## config.mk

```make
export PLATFORM = sky130hd
export DESIGN_NAME = hazard_forward_unit
export DESIGN_NICKNAME = d
export VERILOG_FILES = /design/src/rtl/rv_pipe_pkg.sv /design/src/rtl/muldiv_latency_ctr.sv /design/src/rtl/hazard_forward_unit.sv
export SDC_FILE = /design/constraint.sdc
export NUM_CORES = 1
export LEC_CHECK = 0
export ABC_AREA = 1
export CAP_MARGIN = 5
export CORE_UTILIZATION = 52
export CTS_CLUSTER_DIAMETER = 200
export DETAILED_ROUTE_END_ITERATION = 16
export MAX_ROUTING_LAYER = met4
export PLACE_DENSITY = 0.85
export SYNTH_ARGS = -nofsm -noshare
export SYNTH_HDL_FRONTEND = slang
export SYNTH_SLANG_ARGS = --single-unit
```

## constraint.sdc

```tcl
create_clock -name clock -period 2.4 [get_ports clock]
set_input_delay 0.6 -clock clock [delete_from_list [all_inputs] [get_ports clock]]
set_output_delay 0.6 -clock clock [all_outputs]
set_load 0.01 [all_outputs]
```

## src/rtl/rv_pipe_pkg.sv

```systemverilog
// -----------------------------------------------------------------------------
// rv_pipe_pkg
// Shared RV32 pipeline definitions used by the hazard/forwarding logic.
// Contents:
//   - Base opcode constants (OPC_LUI ... OPC_REG) and the M-extension funct7.
//   - Operand select encodings (opsel_e) for the X-stage ALU input muxes.
//   - NOP_INSN, the canonical bubble (addi x0,x0,0).
//   - shadow_t, the decoded fields each X/M/W shadow stage keeps.
//   - Decode helpers: is_writer(), writes_rd(), uses_rs1(), uses_rs2().
// -----------------------------------------------------------------------------
package rv_pipe_pkg;

  localparam logic [6:0] OPC_LUI    = 7'b0110111;
  localparam logic [6:0] OPC_AUIPC  = 7'b0010111;
  localparam logic [6:0] OPC_JAL    = 7'b1101111;
  localparam logic [6:0] OPC_JALR   = 7'b1100111;
  localparam logic [6:0] OPC_BRANCH = 7'b1100011;
  localparam logic [6:0] OPC_LOAD   = 7'b0000011;
  localparam logic [6:0] OPC_STORE  = 7'b0100011;
  localparam logic [6:0] OPC_OP_IMM = 7'b0010011;
  localparam logic [6:0] OPC_REG    = 7'b0110011;

  // funct7 that turns an OP (register-register) instruction into MUL/DIV.
  localparam logic [6:0] FUNCT7_MULDIV = 7'b0000001;

  // X-stage operand selects. For operand A, SEL_PCIMM picks the PC; for
  // operand B it picks the immediate.
  typedef enum logic [1:0] {
    SEL_REG   = 2'b00,
    SEL_PCIMM = 2'b01,
    SEL_MX    = 2'b10,
    SEL_WX    = 2'b11
  } opsel_e;

  localparam logic [31:0] NOP_INSN = 32'h0000_0013;

  // Only the fields the hazard logic needs from an older instruction.
  typedef struct packed {
    logic       valid;
    logic [6:0] opcode;
    logic [4:0] rd;
  } shadow_t;

  function automatic logic is_writer(input logic [6:0] opcode);
    return opcode inside {OPC_LUI, OPC_AUIPC, OPC_JAL, OPC_JALR,
                          OPC_LOAD, OPC_OP_IMM, OPC_REG};
  endfunction

  // A stage produces a forwardable result only if it is real, writes the
  // register file and does not target x0.
  function automatic logic writes_rd(input shadow_t s);
    return s.valid && is_writer(s.opcode) && (s.rd != 5'd0);
  endfunction

  function automatic logic uses_rs1(input logic [6:0] opcode);
    return opcode inside {OPC_JALR, OPC_BRANCH, OPC_LOAD, OPC_STORE,
                          OPC_OP_IMM, OPC_REG};
  endfunction

  function automatic logic uses_rs2(input logic [6:0] opcode);
    return opcode inside {OPC_BRANCH, OPC_STORE, OPC_REG};
  endfunction

endpackage : rv_pipe_pkg

```

## src/rtl/muldiv_latency_ctr.sv

```systemverilog
// -----------------------------------------------------------------------------
// muldiv_latency_ctr
// Down-counter that holds a multi-cycle MUL/DIV in Execute. Loaded with
// (latency-1) when such an op enters X; busy while non-zero. The op's result
// is valid in the cycle the count reaches zero.
// Ports:
//   clock       in   pipeline clock
//   reset_n     in   synchronous active-low reset (clears the count)
//   load_i      in   an M-op with latency > 1 is entering X this cycle
//   load_val_i  in   remaining busy cycles to load (latency - 1)
//   busy_o      out  count is non-zero; X must hold
// -----------------------------------------------------------------------------
module muldiv_latency_ctr #(
  parameter int unsigned CNT_W = 3
) (
  input  logic             clock,
  input  logic             reset_n,
  input  logic             load_i,
  input  logic [CNT_W-1:0] load_val_i,
  output logic             busy_o
);

  logic [CNT_W-1:0] cnt_q;
  logic [CNT_W-1:0] cnt_d;

  // load_i is only raised while the count is zero, so load and decrement
  // never compete.
  always_comb begin
    // NOTE: combinational blocks assign a default first and use blocking '=';
    // any path that leaves a variable unassigned would infer a latch.
    cnt_d = cnt_q;
    if (load_i) begin
      cnt_d = load_val_i;
    end else if (cnt_q != '0) begin
      cnt_d = cnt_q - CNT_W'(1);
    end
  end

  // NOTE: state registers use non-blocking '<=' so every flop samples
  // pre-edge values; the reset here is synchronous, tested inside the edge.
  always_ff @(posedge clock) begin
    if (!reset_n) begin
      cnt_q <= '0;
    end else begin
      cnt_q <= cnt_d;
    end
  end

  assign busy_o = (cnt_q != '0);

endmodule : muldiv_latency_ctr

```

## src/rtl/hazard_forward_unit.sv

```systemverilog
// -----------------------------------------------------------------------------
// hazard_forward_unit
// Decode-stage forwarding and stall generator for the 5-stage RV32 pipeline.
// Keeps decoded X/M/W shadows of older instructions that advance in lockstep
// with the datapath pipeline registers, and compares them against the
// instruction in Decode.
// Ports:
//   clock        in   pipeline clock
//   reset_n      in   synchronous active-low reset
//   insn_d       in   instruction in Decode
//   valid_d      in   insn_d is a real instruction
//   flush_x      in   mispredict: insn_d must not enter X
//   asel         out  operand A select (00 reg, 01 PC, 10 MX, 11 WX)
//   bsel         out  operand B select (00 reg, 01 imm, 10 MX, 11 WX)
//   dmem_wsel    out  store data taken from the W-stage result (WM bypass)
//   a_wd_byp     out  rs1 read replaced by the W result (WD_BYPASS=1 only)
//   b_wd_byp     out  rs2 read replaced by the W result (WD_BYPASS=1 only)
//   stall_d      out  hold F/D; X bubbles (load-use) or holds (busy)
//   muldiv_busy  out  multi-cycle M-op occupying X
// All outputs are combinational and forced low while reset_n is low.
// -----------------------------------------------------------------------------
module hazard_forward_unit #(
  parameter int unsigned MUL_LATENCY = 1,
  parameter int unsigned DIV_LATENCY = 4,
  parameter bit          WD_BYPASS   = 1'b0,
  parameter logic [31:0] NOP_INSN    = 32'h0000_0013
) (
  input  logic        clock,
  input  logic        reset_n,
  input  logic [31:0] insn_d,
  input  logic        valid_d,
  input  logic        flush_x,
  output logic [1:0]  asel,
  output logic [1:0]  bsel,
  output logic        dmem_wsel,
  output logic        a_wd_byp,
  output logic        b_wd_byp,
  output logic        stall_d,
  output logic        muldiv_busy
);

  import rv_pipe_pkg::*;

  localparam int unsigned MAX_LATENCY =
    (MUL_LATENCY > DIV_LATENCY) ? MUL_LATENCY : DIV_LATENCY;
  localparam int unsigned CNT_W = $clog2(MAX_LATENCY) + 1;

  localparam logic [CNT_W-1:0] MUL_LOAD = CNT_W'(MUL_LATENCY - 1);
  localparam logic [CNT_W-1:0] DIV_LOAD = CNT_W'(DIV_LATENCY - 1);

  localparam shadow_t BUBBLE = '{valid:  1'b0,
                                 opcode: NOP_INSN[6:0],
                                 rd:     NOP_INSN[11:7]};

  // ---------------------------------------------------------------------------
  // Decode-stage fields
  // ---------------------------------------------------------------------------
  logic [6:0] opc_d;
  logic [4:0] rd_d;
  logic [2:0] funct3_d;
  logic [4:0] rs1_d;
  logic [4:0] rs2_d;
  logic [6:0] funct7_d;

  assign opc_d    = insn_d[6:0];
  assign rd_d     = insn_d[11:7];
  assign funct3_d = insn_d[14:12];
  assign rs1_d    = insn_d[19:15];
  assign rs2_d    = insn_d[24:20];
  assign funct7_d = insn_d[31:25];

  logic use_rs1;
  logic use_rs2;
  logic use_rs2_alu;

  assign use_rs1     = uses_rs1(opc_d);
  assign use_rs2     = uses_rs2(opc_d);
  // STORE rs2 is store data and is served by dmem_wsel, never by bsel.
  assign use_rs2_alu = use_rs2 && (opc_d != OPC_STORE);

  // ---------------------------------------------------------------------------
  // Shadow pipeline
  // ---------------------------------------------------------------------------
  shadow_t x_q, m_q, w_q;
  shadow_t x_d, m_d, w_d;

  logic x_wr, m_wr, w_wr;
  logic x_is_load;
  logic x_fwd;

  assign x_wr      = writes_rd(x_q);
  assign m_wr      = writes_rd(m_q);
  assign w_wr      = writes_rd(w_q);
  assign x_is_load = (x_q.opcode == OPC_LOAD);
  // A load in X has no data yet, so it cannot feed MX.
  assign x_fwd     = x_wr && !x_is_load;

  logic hit_x1, hit_m1, hit_w1;
  logic hit_x2, hit_m2, hit_w2;

  assign hit_x1 = x_fwd && (x_q.rd == rs1_d);
  assign hit_m1 = m_wr  && (m_q.rd == rs1_d);
  assign hit_w1 = w_wr  && (w_q.rd == rs1_d);
  assign hit_x2 = x_fwd && (x_q.rd == rs2_d);
  assign hit_m2 = m_wr  && (m_q.rd == rs2_d);
  assign hit_w2 = w_wr  && (w_q.rd == rs2_d);

  // ---------------------------------------------------------------------------
  // Stalls and multi-cycle op tracking
  // ---------------------------------------------------------------------------
  logic             busy;
  logic             load_use;
  logic             stall;
  logic             enter_x;
  logic             is_mop_d;
  logic [CNT_W-1:0] mop_load;
  logic             ctr_load;

  // Busy takes precedence: load-use only counts once the counter is idle.
  // A STORE matching a load only on rs2 is excluded via use_rs2_alu.
  assign load_use = !busy && x_wr && x_is_load &&
                    ((use_rs1 && (x_q.rd == rs1_d)) ||
                     (use_rs2_alu && (x_q.rd == rs2_d)));
  assign stall    = busy || load_use;
  assign enter_x  = valid_d && !flush_x && !stall;

  assign is_mop_d = (opc_d == OPC_REG) && (funct7_d == FUNCT7_MULDIV);
  assign mop_load = funct3_d[2] ? DIV_LOAD : MUL_LOAD;
  // Single-cycle latencies load zero, i.e. never go busy.
  assign ctr_load = enter_x && is_mop_d && (mop_load != '0);

  muldiv_latency_ctr #(
    .CNT_W (CNT_W)
  ) u_muldiv_ctr (
    .clock      (clock),
    .reset_n    (reset_n),
    .load_i     (ctr_load),
    .load_val_i (mop_load),
    .busy_o     (busy)
  );

  always_comb begin
    x_d = x_q;
    m_d = m_q;
    w_d = m_q;
    if (busy) begin
      // The M-op stays in X; M receives a bubble behind it. A flush during
      // this window targets the younger instruction in D, not the op in X.
      m_d = BUBBLE;
    end else begin
      m_d = x_q;
      // Load-use and flush both leave X with a bubble.
      x_d = enter_x ? '{valid: 1'b1, opcode: opc_d, rd: rd_d} : BUBBLE;
    end
  end

  always_ff @(posedge clock) begin
    if (!reset_n) begin
      x_q <= BUBBLE;
      m_q <= BUBBLE;
      w_q <= BUBBLE;
    end else begin
      x_q <= x_d;
      m_q <= m_d;
      w_q <= w_d;
    end
  end

  // ---------------------------------------------------------------------------
  // Operand selects and bypass enables
  // ---------------------------------------------------------------------------
  opsel_e asel_c;
  opsel_e bsel_c;
  logic   dmem_wsel_c;
  logic   a_wd_c;
  logic   b_wd_c;

  always_comb begin
    if (use_rs1 && hit_x1) begin
      asel_c = SEL_MX;
    end else if (use_rs1 && hit_m1) begin
      asel_c = SEL_WX;
    end else if (opc_d inside {OPC_AUIPC, OPC_JAL, OPC_BRANCH}) begin
      asel_c = SEL_PCIMM;
    end else begin
      asel_c = SEL_REG;
    end
  end

  always_comb begin
    if (use_rs2_alu && hit_x2) begin
      bsel_c = SEL_MX;
    end else if (use_rs2_alu && hit_m2) begin
      bsel_c = SEL_WX;
    end else if (opc_d == OPC_REG) begin
      bsel_c = SEL_REG;
    end else begin
      bsel_c = SEL_PCIMM;
    end
  end

  // WM store-data bypass accepts a load in X: its data arrives in W just in
  // time for the store's memory stage.
  assign dmem_wsel_c = (opc_d == OPC_STORE) && x_wr && (x_q.rd == rs2_d);

  // WD only matters when no younger producer of the same register exists.
  assign a_wd_c = WD_BYPASS && use_rs1 && hit_w1 && !hit_x1 && !hit_m1;
  assign b_wd_c = WD_BYPASS && use_rs2 && hit_w2 && !hit_x2 && !hit_m2;

  always_comb begin
    asel        = '0;
    bsel        = '0;
    dmem_wsel   = 1'b0;
    a_wd_byp    = 1'b0;
    b_wd_byp    = 1'b0;
    stall_d     = 1'b0;
    muldiv_busy = 1'b0;
    if (reset_n) begin
      asel        = asel_c;
      bsel        = bsel_c;
      dmem_wsel   = dmem_wsel_c;
      a_wd_byp    = a_wd_c;
      b_wd_byp    = b_wd_c;
      stall_d     = stall;
      muldiv_busy = busy;
    end
  end

endmodule : hazard_forward_unit
```

==> results.sh, run 1 <==
export IMPL_hpwl_mm=3.09
export IMPL_cpMostUsedCell="nand2_2"
export IMPL_slowest_stage="a31oi_1"
export IMPL_place_area_um2=2240
export IMPL_cp_slowest_stage_delay_ns=0.19
export IMPL_dp_cells=338
export IMPL_r2r_start="u_muldiv_ctr.cnt_q[0]$_SDFFE_PN0P_"
export IMPL_fmax_mhz=414
export IMPL_fin_nets=349
export IMPL_synth_most_common_cell="nand2_1"
export IMPL_start_util_pct=54.8
export IMPL_seq_area_frac_synth_pct=35.0
export IMPL_io_pins=45
export IMPL_min_from="x_q[8]$_SDFFE_PN0P_"
export IMPL_tritoncts="yes"
export IMPL_place_ws_ns=-0.759
export IMPL_ys_seq_elements=29
export IMPL_setup_viol=1
export IMPL_grt_util_met2_pct=50.7
export IMPL_fin_skew_ns=0.00754
export IMPL_power_leakage_nw=1.09
export IMPL_ff2ff_path_depth=11
export IMPL_outcome="complete, but fails checks"
export IMPL_vias=1848
export IMPL_cp_max_fo=3
export IMPL_postSynthAreaPerCell_um2=7.02
export IMPL_syn_inst=236
export IMPL_p_per_area_nw_per_um2=594
export IMPL_drc=0
export IMPL_fin_ws_ns=-0.0140
export IMPL_finalPower_w=0.00147
export IMPL_rsz0062_at_grt="yes"
export IMPL_reg2reg_slack_ns=0.41
export IMPL_ys_flop_type="dfxtp_1"
export IMPL_grt_max_degree=13
export IMPL_post_drt_wl_per_cell_um=14.8
export IMPL_path_class="in2out"
export IMPL_antenna_cells=0
export IMPL_worstHoldEndpoint="x_q[8]$_SDFFE_PN0P_"
export IMPL_die_x_um=58.5
export IMPL_overflow=0
export IMPL_grt_usage_pct=29.7
export IMPL_first_global_vias=1619
export IMPL_synth_edf_count=0
export IMPL_post_drt_via_cell_ratio=5.19
export IMPL_cts_buffer_depth=2
export IMPL_placementRows=20
export IMPL_grtUsageMet3_pct=7.69
export IMPL_grt_antenna_before_repair=0
export IMPL_final_cells=356
export IMPL_violations="setup timing"
export IMPL_finalHoldViolations=0
export IMPL_top_usage_layer="met2"
export IMPL_cts_sinks=29
export IMPL_multi_input_comb_area_um2=1030
export IMPL_async_reset_ff_share_pct=0
export IMPL_drv_slew=0
export IMPL_yosys_cell_types_count=32
export IMPL_ys_warn_count=0
export IMPL_final_seq_area_um2=604
export IMPL_post_route_min_period_ns=2.41
export IMPL_cp_start_kind="input pin"
export IMPL_cts_root_buf="clkbuf_4"
export IMPL_dieArea_um2=3420
export IMPL_crit_path_end_kind="primary output"
export IMPL_routed_wl_mm=5.26
export IMPL_yosys_area_top_type="dfxtp_1"
export IMPL_path_clk_slew_ns=0.09
export IMPL_yosys_top_cells_count="nand2_1 (46), inv_1 (37), dfxtp_1 (29)"
export IMPL_clock_latency_ns=0.34
export IMPL_worst_ir_drop_vdd_v=0.000778
export IMPL_max_cap_viol_count=0
export IMPL_ys_top_cells_by_area="dfxtp_1 (35%), nand2_1 (10%), inv_1 (8.4%)"
export IMPL_area_delta_synth_final_pct=48.8
export IMPL_final_area_um2=2470
export IMPL_crit_buf_inv=5
export IMPL_fillCellCount=183
export IMPL_numCtsBuffers=5
export IMPL_gp_congestion=0.917
export IMPL_cp_top_family="simple AND/OR/NAND/NOR gates"
export IMPL_core_area_um2=3030
export IMPL_hold_buffers=0
export IMPL_postRouteAntennaNets=0
export IMPL_rr_endpoint="x_q[5]$_SDFFE_PN1P_"
export IMPL_critical_path_required_ns=1.80
export IMPL_fin_crit_sh_pct=101
export IMPL_grt_pass1_wl_mm=7.18
export IMPL_drtIter0Drc=109
export IMPL_worst_path_stages=12
export IMPL_whs_path_depth=2
export IMPL_synth_top_cell_area_share_pct=35.0
export IMPL_met1_usage_pct=32.1
export IMPL_cp_arrival_ns=1.81
export IMPL_min_path_type="reg2reg"
export IMPL_port_buffers=40
export IMPL_crit_chain="clkbuf_2 > nand2_2 > inv_4 > nand3_4 > buf_6 > clkinv_4 > nand2_2 > nand2_2 > nand4_1 > nand2_1 > a31oi_1 > buf_2"
export IMPL_fp_dieH_um=58.5
export IMPL_syn_cell_area_um2=1660
export IMPL_drive_gt1_share_pct=41.7
export IMPL_htree_levels=2
export IMPL_drtPass1Iterations=4
==> power breakdown <==
group | total [W] | internal, W | switching, W
registers | 0.000598 | 0.000543 | 0.0000551
logic | 0.000580 | 0.000236 | 0.000345
clock network | 0.000288 | 0.000111 | 0.000176
==> layout by cell type (no fill, tap or decap), types with 4 or more instances in the layout <==
| cell type | n |
|---|---|
| xnor2_1 | 13 |
| nand3_1 | 5 |
| dfxtp_1 | 16 |
| dfxtp_2 | 10 |
| nand3_2 | 5 |
| nand2_2 | 8 |
| clkbuf_2 | 10 |
| o21ai_2 | 7 |
| buf_2 | 8 |
| inv_1 | 31 |
| nand4_1 | 6 |
| nand2_1 | 39 |
| nor2_1 | 22 |
| nor2_2 | 8 |
| inv_2 | 9 |
| buf_4 | 29 |
| xor2_1 | 4 |
| a21oi_1 | 4 |
| a21oi_2 | 4 |
| clkdlybuf4s50_1 | 15 |
| buf_6 | 5 |
| clkbuf_4 | 5 |
==> logic make-up after synthesis <==
family / synth area share [%]
AND/OR/NAND/NOR: 31.5
buffers and inverters: 12.3
flip-flops: 35.0
AO/OA/AOI/OAI: 9.89
XOR/XNOR: 9.51
adder cells (fa/ha/maj): 1.51
other: 0.226
==> tightest hold or removal path: stages, from the launching register on <==
cell and delay, ns:
dfxtp_2 0.34, nand2_1 0.08, o21ai_2 0.05
==> layout make-up <==
class / instances / area share (%)
clock buffer: 6 / 1.67
clock inverter: 2 / 0.406
inverter: 43 / 6.90
multi-input combinational: 160 / 41.6
sequential: 29 / 24.5
tap: 44 / 2.23
timing repair buffer: 72 / 22.7
==> state kept, by name, indices dropped and copies added (netlist names) <==
| signal | count |
|---|---|
| u_muldiv_ctr.cnt_q | 3 |
| m_q | 13 |
| x_q | 13 |
==> per-layer routing <==
| layer | routed length, um | share of wire (%) |
|---|---|---|
| met1 | 1870 | 36 |
| met2 | 2750 | 52 |
| met3 | 401 | 7.6 |
| met4 | 233 | 4.4 |
| met5 | 0 | 0 |
==> metrics by stage <==
step            TNS, ns  hold WS [ns]  util [%]
2_1_floorplan         0         0.431         -
3_3_place_gp      -4.24         0.452      74.0
3_5_place_dp      -4.35         0.450      74.0
4_1_cts        -0.00333         0.481      77.9
5_1_grt          -0.252         0.511      81.5
6_report        -0.0140         0.493      81.5
==> worst max-delay path by stage <==
stage	slack, ns	endpoint	start
floorplan	0.33	asel[1]	insn_d[3]
global placement	-0.76	asel[1]	insn_d[3]
detailed placement	-0.76	asel[1]	insn_d[3]
CTS	-0.003	asel[1]	insn_d[17]
global route	-0.08	asel[1]	x_q[7]$_SDFFE_PN0P_
finish	-0.01	bsel[0]	insn_d[1]
==> what timing repair did <==
| item | 4_1_cts | 5_1_grt |
|---|---|---|
| resized for setup | 74 | 70 |
| cloned | 0 | 0 |
| setup endpoints to repair | 7 | 6 |
| setup buffers | 4 | 6 |
| pin swaps | 19 | 29 |
Power figures use the tool's default switching activity.
==> inputs of run 2 (changes only) <==
--- a/config.mk
+++ b/config.mk
@@ -7,11 +7,12 @@
 export LEC_CHECK = 0
 export ABC_AREA = 1
 export CAP_MARGIN = 5
-export CORE_UTILIZATION = 52
+export CORE_MARGIN = 1.5
+export CORE_UTILIZATION = 43
 export CTS_CLUSTER_DIAMETER = 200
 export DETAILED_ROUTE_END_ITERATION = 16
 export MAX_ROUTING_LAYER = met4
-export PLACE_DENSITY = 0.85
+export PLACE_DENSITY = 0.75
 export SYNTH_ARGS = -nofsm -noshare
 export SYNTH_HDL_FRONTEND = slang
 export SYNTH_SLANG_ARGS = --single-unit
==> constraint.sdc (replaced) <==
create_clock -name clock -period 1.9 [get_ports clock]
set_input_delay 0.475 -clock clock [delete_from_list [all_inputs] [get_ports clock]]
set_output_delay 0.475 -clock clock [all_outputs]
set_load 0.01 [all_outputs]
==> run 2 against run 1 <==
Against the previous run: the flow still finishes with violations (setup timing); register-to-register slack worse by 0.41 ns; final cell count increased by 10%; die area grew 24%; combinational power increased by 68%; clock power rose by 67%; first-iteration DRC count fell by 50%; flip-flop and latch count unchanged; critical path depth down 1; sequential power up 28%; non-clock buffer count up 32; via count increased by 1.6%; largest power group is now combinational logic; highest routed layer unchanged.
==> results.sh, run 2 (synthesized netlist as in run 1, its figures left out) <==
export IMPL_worst_ir_drop_vdd_v=0.000672
export IMPL_routed_wl_mm=5.17
export IMPL_core_area_um2=3690
export IMPL_final_area_um2=2870
export IMPL_max_cap_viol_count=0
export IMPL_outcome="complete, but fails checks"
export IMPL_cp_max_fo=5
export IMPL_tritoncts="yes"
export IMPL_grt_usage_pct=24.5
export IMPL_antenna_cells=0
export IMPL_path_clk_slew_ns=0.06
export IMPL_r2r_start="x_q[1]$_SDFFE_PN0P_"
export IMPL_start_util_pct=44.9
export IMPL_overflow=0
export IMPL_path_class="reg2out"
export IMPL_rsz0062_at_grt="yes"
export IMPL_dp_cells=363
export IMPL_worst_path_stages=11
export IMPL_fillCellCount=238
export IMPL_crit_chain="inv_4 > nand2_1 > nand2_1 > nor2_1 > nand2_1 > nor2_4 > nand2_2 > nand2_2 > nand2_2 > a21oi_2 > buf_2"
export IMPL_endpoint="stall_d"
export IMPL_cts_buffer_depth=2
export IMPL_utilization_pct=77.7
export IMPL_cp_slowest_stage_delay_ns=0.40
export IMPL_htree_levels=2
export IMPL_die_x_um=65.1
export IMPL_grt_pass1_wl_mm=7.62
export IMPL_violations="setup timing"
export IMPL_final_cell_mix="buf_4 (45), nand2_1 (36), inv_1 (27)"
export IMPL_io_pins=45
export IMPL_postRouteAntennaNets=0
export IMPL_dieArea_um2=4240
export IMPL_numCtsBuffers=5
export IMPL_post_drt_via_cell_ratio=4.79
export IMPL_final_common_cell="buf_4"
export IMPL_combPwrFrac_pct=43.7
export IMPL_cp_startpoint="x_q[1]$_SDFFE_PN0P_"
export IMPL_placementRows=22
export IMPL_fin_nets=381
export IMPL_crit_path_end_kind="primary output"
export IMPL_cp_arrival_ns=1.78
export IMPL_clkPwrFrac_pct=21.7
export IMPL_p_seq_share_pct=34.6
export IMPL_post_route_min_period_ns=2.26
export IMPL_drtPass1Iterations=4
export IMPL_p_sw_w=0.000784
export IMPL_rr_endpoint="x_q[12]$_SDFFE_PN0P_"
export IMPL_setup_viol=6
export IMPL_fp_dieH_um=65.1
export IMPL_fin_ws_ns=-0.357
export IMPL_port_buffers=40
export IMPL_vias=1877
export IMPL_gp_congestion=0.966
export IMPL_cts_sinks=29
export IMPL_critical_path_required_ns=1.42
export IMPL_slowest_stage="dfxtp_4"
export IMPL_drc=0
export IMPL_drv_slew=0
export IMPL_min_path_type="reg2reg"
export IMPL_drive_gt1_share_pct=51.5
export IMPL_p_int_w=0.00144
export IMPL_fin_crit_sh_pct=119
export IMPL_first_global_vias=1783
export IMPL_grt_max_degree=13
export IMPL_ff2ff_path_depth=13
export IMPL_crit_buf_inv=2
export IMPL_clock_latency_ns=0.28
export IMPL_cts_root_buf="clkbuf_8"
export IMPL_switching_share_pct=35.3
export IMPL_finalHoldViolations=0
export IMPL_power_leakage_nw=1.29
export IMPL_p_per_area_nw_per_um2=775
export IMPL_fin_skew_ns=0.00854
export IMPL_cp_top_family="simple AND/OR/NAND/NOR gates"
export IMPL_place_area_um2=2400
export IMPL_reg_top3="m_q (13), x_q (13), u_muldiv_ctr.cnt_q (3)"
export IMPL_cp_start_kind="flop"
export IMPL_hpwl_mm=3.27
export IMPL_fmax_mhz=443
export IMPL_area_delta_synth_final_pct=73.0
export IMPL_drtIter0Drc=54
export IMPL_final_cells=392
export IMPL_grt_antenna_before_repair=0
export IMPL_post_drt_wl_per_cell_um=13.2
export IMPL_reg2reg_slack_ns=0
run 2: worst min path at each step:
stage / startpoint / end / slack, ns / cells past startpoint
floorplan: x_q[12]$_SDFFE_PN0P_ / m_q[12]$_SDFF_PP0_ / 0.43 / 2
global placement: x_q[12]$_SDFFE_PN0P_ / m_q[12]$_SDFF_PP0_ / 0.46 / 2
detailed placement: x_q[12]$_SDFFE_PN0P_ / m_q[12]$_SDFF_PP0_ / 0.46 / 2
CTS: x_q[8]$_SDFFE_PN0P_ / x_q[8]$_SDFFE_PN0P_ / 0.49 / 2
global route: x_q[2]$_SDFFE_PN0P_ / x_q[2]$_SDFFE_PN0P_ / 0.51 / 2
finish: x_q[4]$_SDFFE_PN0P_ / x_q[4]$_SDFFE_PN0P_ / 0.49 / 2
run 2: power groups by stage:
stage	clock, W	combinational [W]	sequential [W]
2_1_floorplan	0	0.000425	0.000741
3_3_place_gp	0	0.000765	0.000750
3_5_place_dp	0	0.000780	0.000752
4_1_cts	0.000487	0.000869	0.000748
5_1_grt	0.000513	0.00106	0.000774
6_report	0.000482	0.000972	0.000768
run 2: final cells by class:
cell class                      instances  area [um^2]  share of cell area [%]
Clock buffer                            8         80.1                    2.79
Inverter                               43          173                    6.02
Multi-Input combinational cell        160         1080                    37.7
Sequential cell                        29          612                    21.3
Tap cell                               48         60.1                    2.09
Timing Repair Buffer                  104          861                    30.0
run 2: stage by stage:
stage                     hold slack (ns)  total power, W  setup WS [ns]  setup TNS [ns]
after floorplan                     0.431         0.00117         0.0849               0
after global placement              0.456         0.00152         -0.991           -9.92
after detailed placement            0.455         0.00153         -0.988          -10.42
after CTS                           0.486         0.00210         -0.251           -1.17
after global routing                0.509         0.00235         -0.397           -2.11
final                               0.494         0.00222         -0.357           -1.68
run 2: worst reg2reg max path: cells and delay by family, from the launching register on:
family	cells	cell delay (ns)
simple gates	9	0.96
flops	1	0.40
compound gates	1	0.10
buf+inv	3	0.32
run 2: what timing repair did:
action,4_1_cts,5_1_grt
pin swaps,36,24
hold buffers,0,0
setup buffers,19,5
resized for setup,144,45
setup endpoints to repair,19,11
run 2: routing by layer:
metal	track usage (%)	vias to the layer above	wire length [um]
li1	-	947	-
met1	26.3	844	2010
met2	45.1	69	2730
met3	4.62	17	266
met4	8.85	0	161
met5	-	-	0
==> inputs of run 3 (changes only) <==
--- a/config.mk
+++ b/config.mk
@@ -8,11 +8,11 @@
 export ABC_AREA = 1
 export CAP_MARGIN = 5
 export CORE_MARGIN = 1.5
-export CORE_UTILIZATION = 43
+export CORE_UTILIZATION = 48
 export CTS_CLUSTER_DIAMETER = 200
 export DETAILED_ROUTE_END_ITERATION = 16
 export MAX_ROUTING_LAYER = met4
-export PLACE_DENSITY = 0.75
+export PLACE_DENSITY = 0.8
 export SYNTH_ARGS = -nofsm -noshare
 export SYNTH_HDL_FRONTEND = slang
 export SYNTH_SLANG_ARGS = --single-unit
==> constraint.sdc (replaced) <==
create_clock -name clock -period 2.5 [get_ports clock]
set_input_delay 0.625 -clock clock [delete_from_list [all_inputs] [get_ports clock]]
set_output_delay 0.625 -clock clock [all_outputs]
set_load 0.01 [all_outputs]
==> run 3 against run 2 <==
Against the previous run: the flow now finishes without violations; non-clock buffer count decreased by 39; die area shrank 9.9%; wire length shrank 15%; worst setup slack better by 0.41 ns; sequential power fell by 26%; flip-flop and latch count did not move; critical endpoint is now muldiv_busy; register-to-register slack improved by 0.75 ns.
==> results.sh, run 3 (synthesized netlist as in run 1, its figures left out) <==
export IMPL_outcome="finished clean"
export IMPL_cp_start_kind="input pin"
export IMPL_place_area_um2=2240
export IMPL_die_x_um=61.8
export IMPL_min_path_type="reg2reg"
export IMPL_drtPass1Iterations=4
export IMPL_finalHoldViolations=0
export IMPL_crit_buf_inv=4
export IMPL_cts_buffer_depth=2
export IMPL_grt_pass1_wl_mm=6.73
export IMPL_p_per_area_nw_per_um2=571
export IMPL_tritoncts="yes"
export IMPL_place_ws_ns=-0.672
export IMPL_drv_slew=0
export IMPL_drive_gt1_share_pct=34.1
export IMPL_final_common_cell="nand2_1"
export IMPL_crit_chain="clkdlybuf4s50_1 > clkinv_2 > buf_4 > nor2_2 > dlygate4sd2_1"
export IMPL_cts_sinks=29
export IMPL_core_area_um2=3340
export IMPL_htree_levels=2
export IMPL_path_class="in2out"
export IMPL_p_sw_w=0.000515
export IMPL_crit_path_end_kind="primary output"
export IMPL_cp_top_family="buffers and inverters"
export IMPL_post_drt_wl_per_cell_um=12.5
export IMPL_max_cap_viol_count=0
export IMPL_first_global_vias=1596
export IMPL_fp_dieH_um=61.8
export IMPL_fin_nets=342
export IMPL_utilization_pct=71.1
export IMPL_p_seq_share_pct=41.9
export IMPL_vias=1726
export IMPL_clock_latency_ns=0.34
export IMPL_antenna_cells=0
export IMPL_drtIter0Drc=62
export IMPL_grt_antenna_before_repair=0
export IMPL_p_int_w=0.000839
export IMPL_final_cell_mix="nand2_1 (41), inv_1 (34), buf_4 (25)"
export IMPL_combPwrFrac_pct=37.6
export IMPL_cp_slowest_stage_delay_ns=0.50
export IMPL_cts_root_buf="clkbuf_4"
export IMPL_slowest_stage="clkdlybuf4s50_1"
export IMPL_critical_path_required_ns=1.88
export IMPL_fin_ws_ns=0.0521
export IMPL_power_leakage_nw=1.04
export IMPL_gp_congestion=0.888
export IMPL_switching_share_pct=38.0
export IMPL_cp_max_fo=6
export IMPL_fin_crit_sh_pct=97.9
export IMPL_holdWs_ns=0.470
export IMPL_worst_ir_drop_vdd_v=0.000405
export IMPL_fin_skew_ns=0.0103
export IMPL_fillCellCount=284
export IMPL_post_drt_via_cell_ratio=4.92
export IMPL_routed_wl_mm=4.40
export IMPL_cp_arrival_ns=1.82
export IMPL_start_util_pct=49.7
export IMPL_path_clk_slew_ns=0.09
export IMPL_io_pins=45
export IMPL_grt_usage_pct=25.5
export IMPL_setup_viol=0
export IMPL_numCtsBuffers=5
export IMPL_reg_top3="m_q (13), x_q (13), u_muldiv_ctr.cnt_q (3)"
export IMPL_post_route_min_period_ns=2.45
export IMPL_overflow=0
export IMPL_postRouteAntennaNets=0
export IMPL_fmax_mhz=409
export IMPL_dieArea_um2=3820
export IMPL_placementRows=21
export IMPL_area_delta_synth_final_pct=43.1
export IMPL_port_buffers=40
export IMPL_drc=0
export IMPL_final_area_um2=2370
export IMPL_hpwl_mm=3.26
export IMPL_clkPwrFrac_pct=20.5
export IMPL_grt_max_degree=13
-- run 3: final cells by class --
| cell class | instances | area, um^2 | share of cell area, % |
|---|---|---|---|
| multi-input combinational | 160 | 1010 | 42.6 |
| sequential | 29 | 587 | 24.7 |
| timing repair buffer | 65 | 499 | 21.0 |
| inverter | 43 | 168 | 7.07 |
| tap | 46 | 57.6 | 2.43 |
| clock buffer | 6 | 41.3 | 1.74 |
| clock inverter | 2 | 10.0 | 0.422 |
-- run 3: power groups by stage --
| stage | Sequential, W | Clock [W] | Combinational [W] |
|---|---|---|---|
| 2_1_floorplan | 0.000563 | 0 | 0.000323 |
| 3_3_place_gp | 0.000573 | 0 | 0.000490 |
| 3_5_place_dp | 0.000574 | 0 | 0.000502 |
| 4_1_cts | 0.000564 | 0.000281 | 0.000498 |
| 5_1_grt | 0.000575 | 0.000303 | 0.000580 |
| 6_report | 0.000568 | 0.000277 | 0.000510 |
-- run 3: per-stage QoR --
step / instances / setup TNS [ns] / power [W]
floorplan: 237 / 0 / 0.000886
global placement: 340 / -3.83 / 0.00106
detailed placement: 340 / -4.06 / 0.00108
CTS: 351 / 0 / 0.00134
global route: 351 / -0.0985 / 0.00146
finish: 351 / 0 / 0.00135
-- run 3: path summary, 6_finish.rpt --
check                                startpoint                  end  slack (ns)  cells after the start
max                                     reset_n          muldiv_busy        0.05                      5
min                        x_q[12]$_SDFFE_PN0P_   m_q[12]$_SDFF_PP0_        0.47                      2
max reg2reg  u_muldiv_ctr.cnt_q[0]$_SDFFE_PN0P_  x_q[5]$_SDFFE_PN1P_        0.75                     11
min reg2reg                x_q[12]$_SDFFE_PN0P_   m_q[12]$_SDFF_PP0_        0.47                      2
-- run 3: routing by layer --
layer	share of wire, %	vias to the layer above	GRT usage [%]
met3	4.7	14	5.59
met1	41	775	28.3
met2	51	67	42.6
met5	0	-	-
met4	3.3	0	13.4
li1	-	870	-
-- run 3: what timing repair did --
| action | in CTS | in global routing |
|---|---|---|
| buffers inserted | 4 | 0 |
| pin swaps | 12 | 20 |
| setup endpoints to repair | 7 | 6 |
| gates resized for setup | 60 | 49 |
| hold endpoints to repair | 0 | 0 |
| hold buffers | 0 | 0 |
-- run 3: worst reg2reg max path: cells and delay by family, from the launching register on --
kind	cells	cell delay, ns
buf+inv	5	0.40
flops	1	0.33
fa+ha+maj	1	0.14
simple gates	4	0.68
compound gates	1	0.10
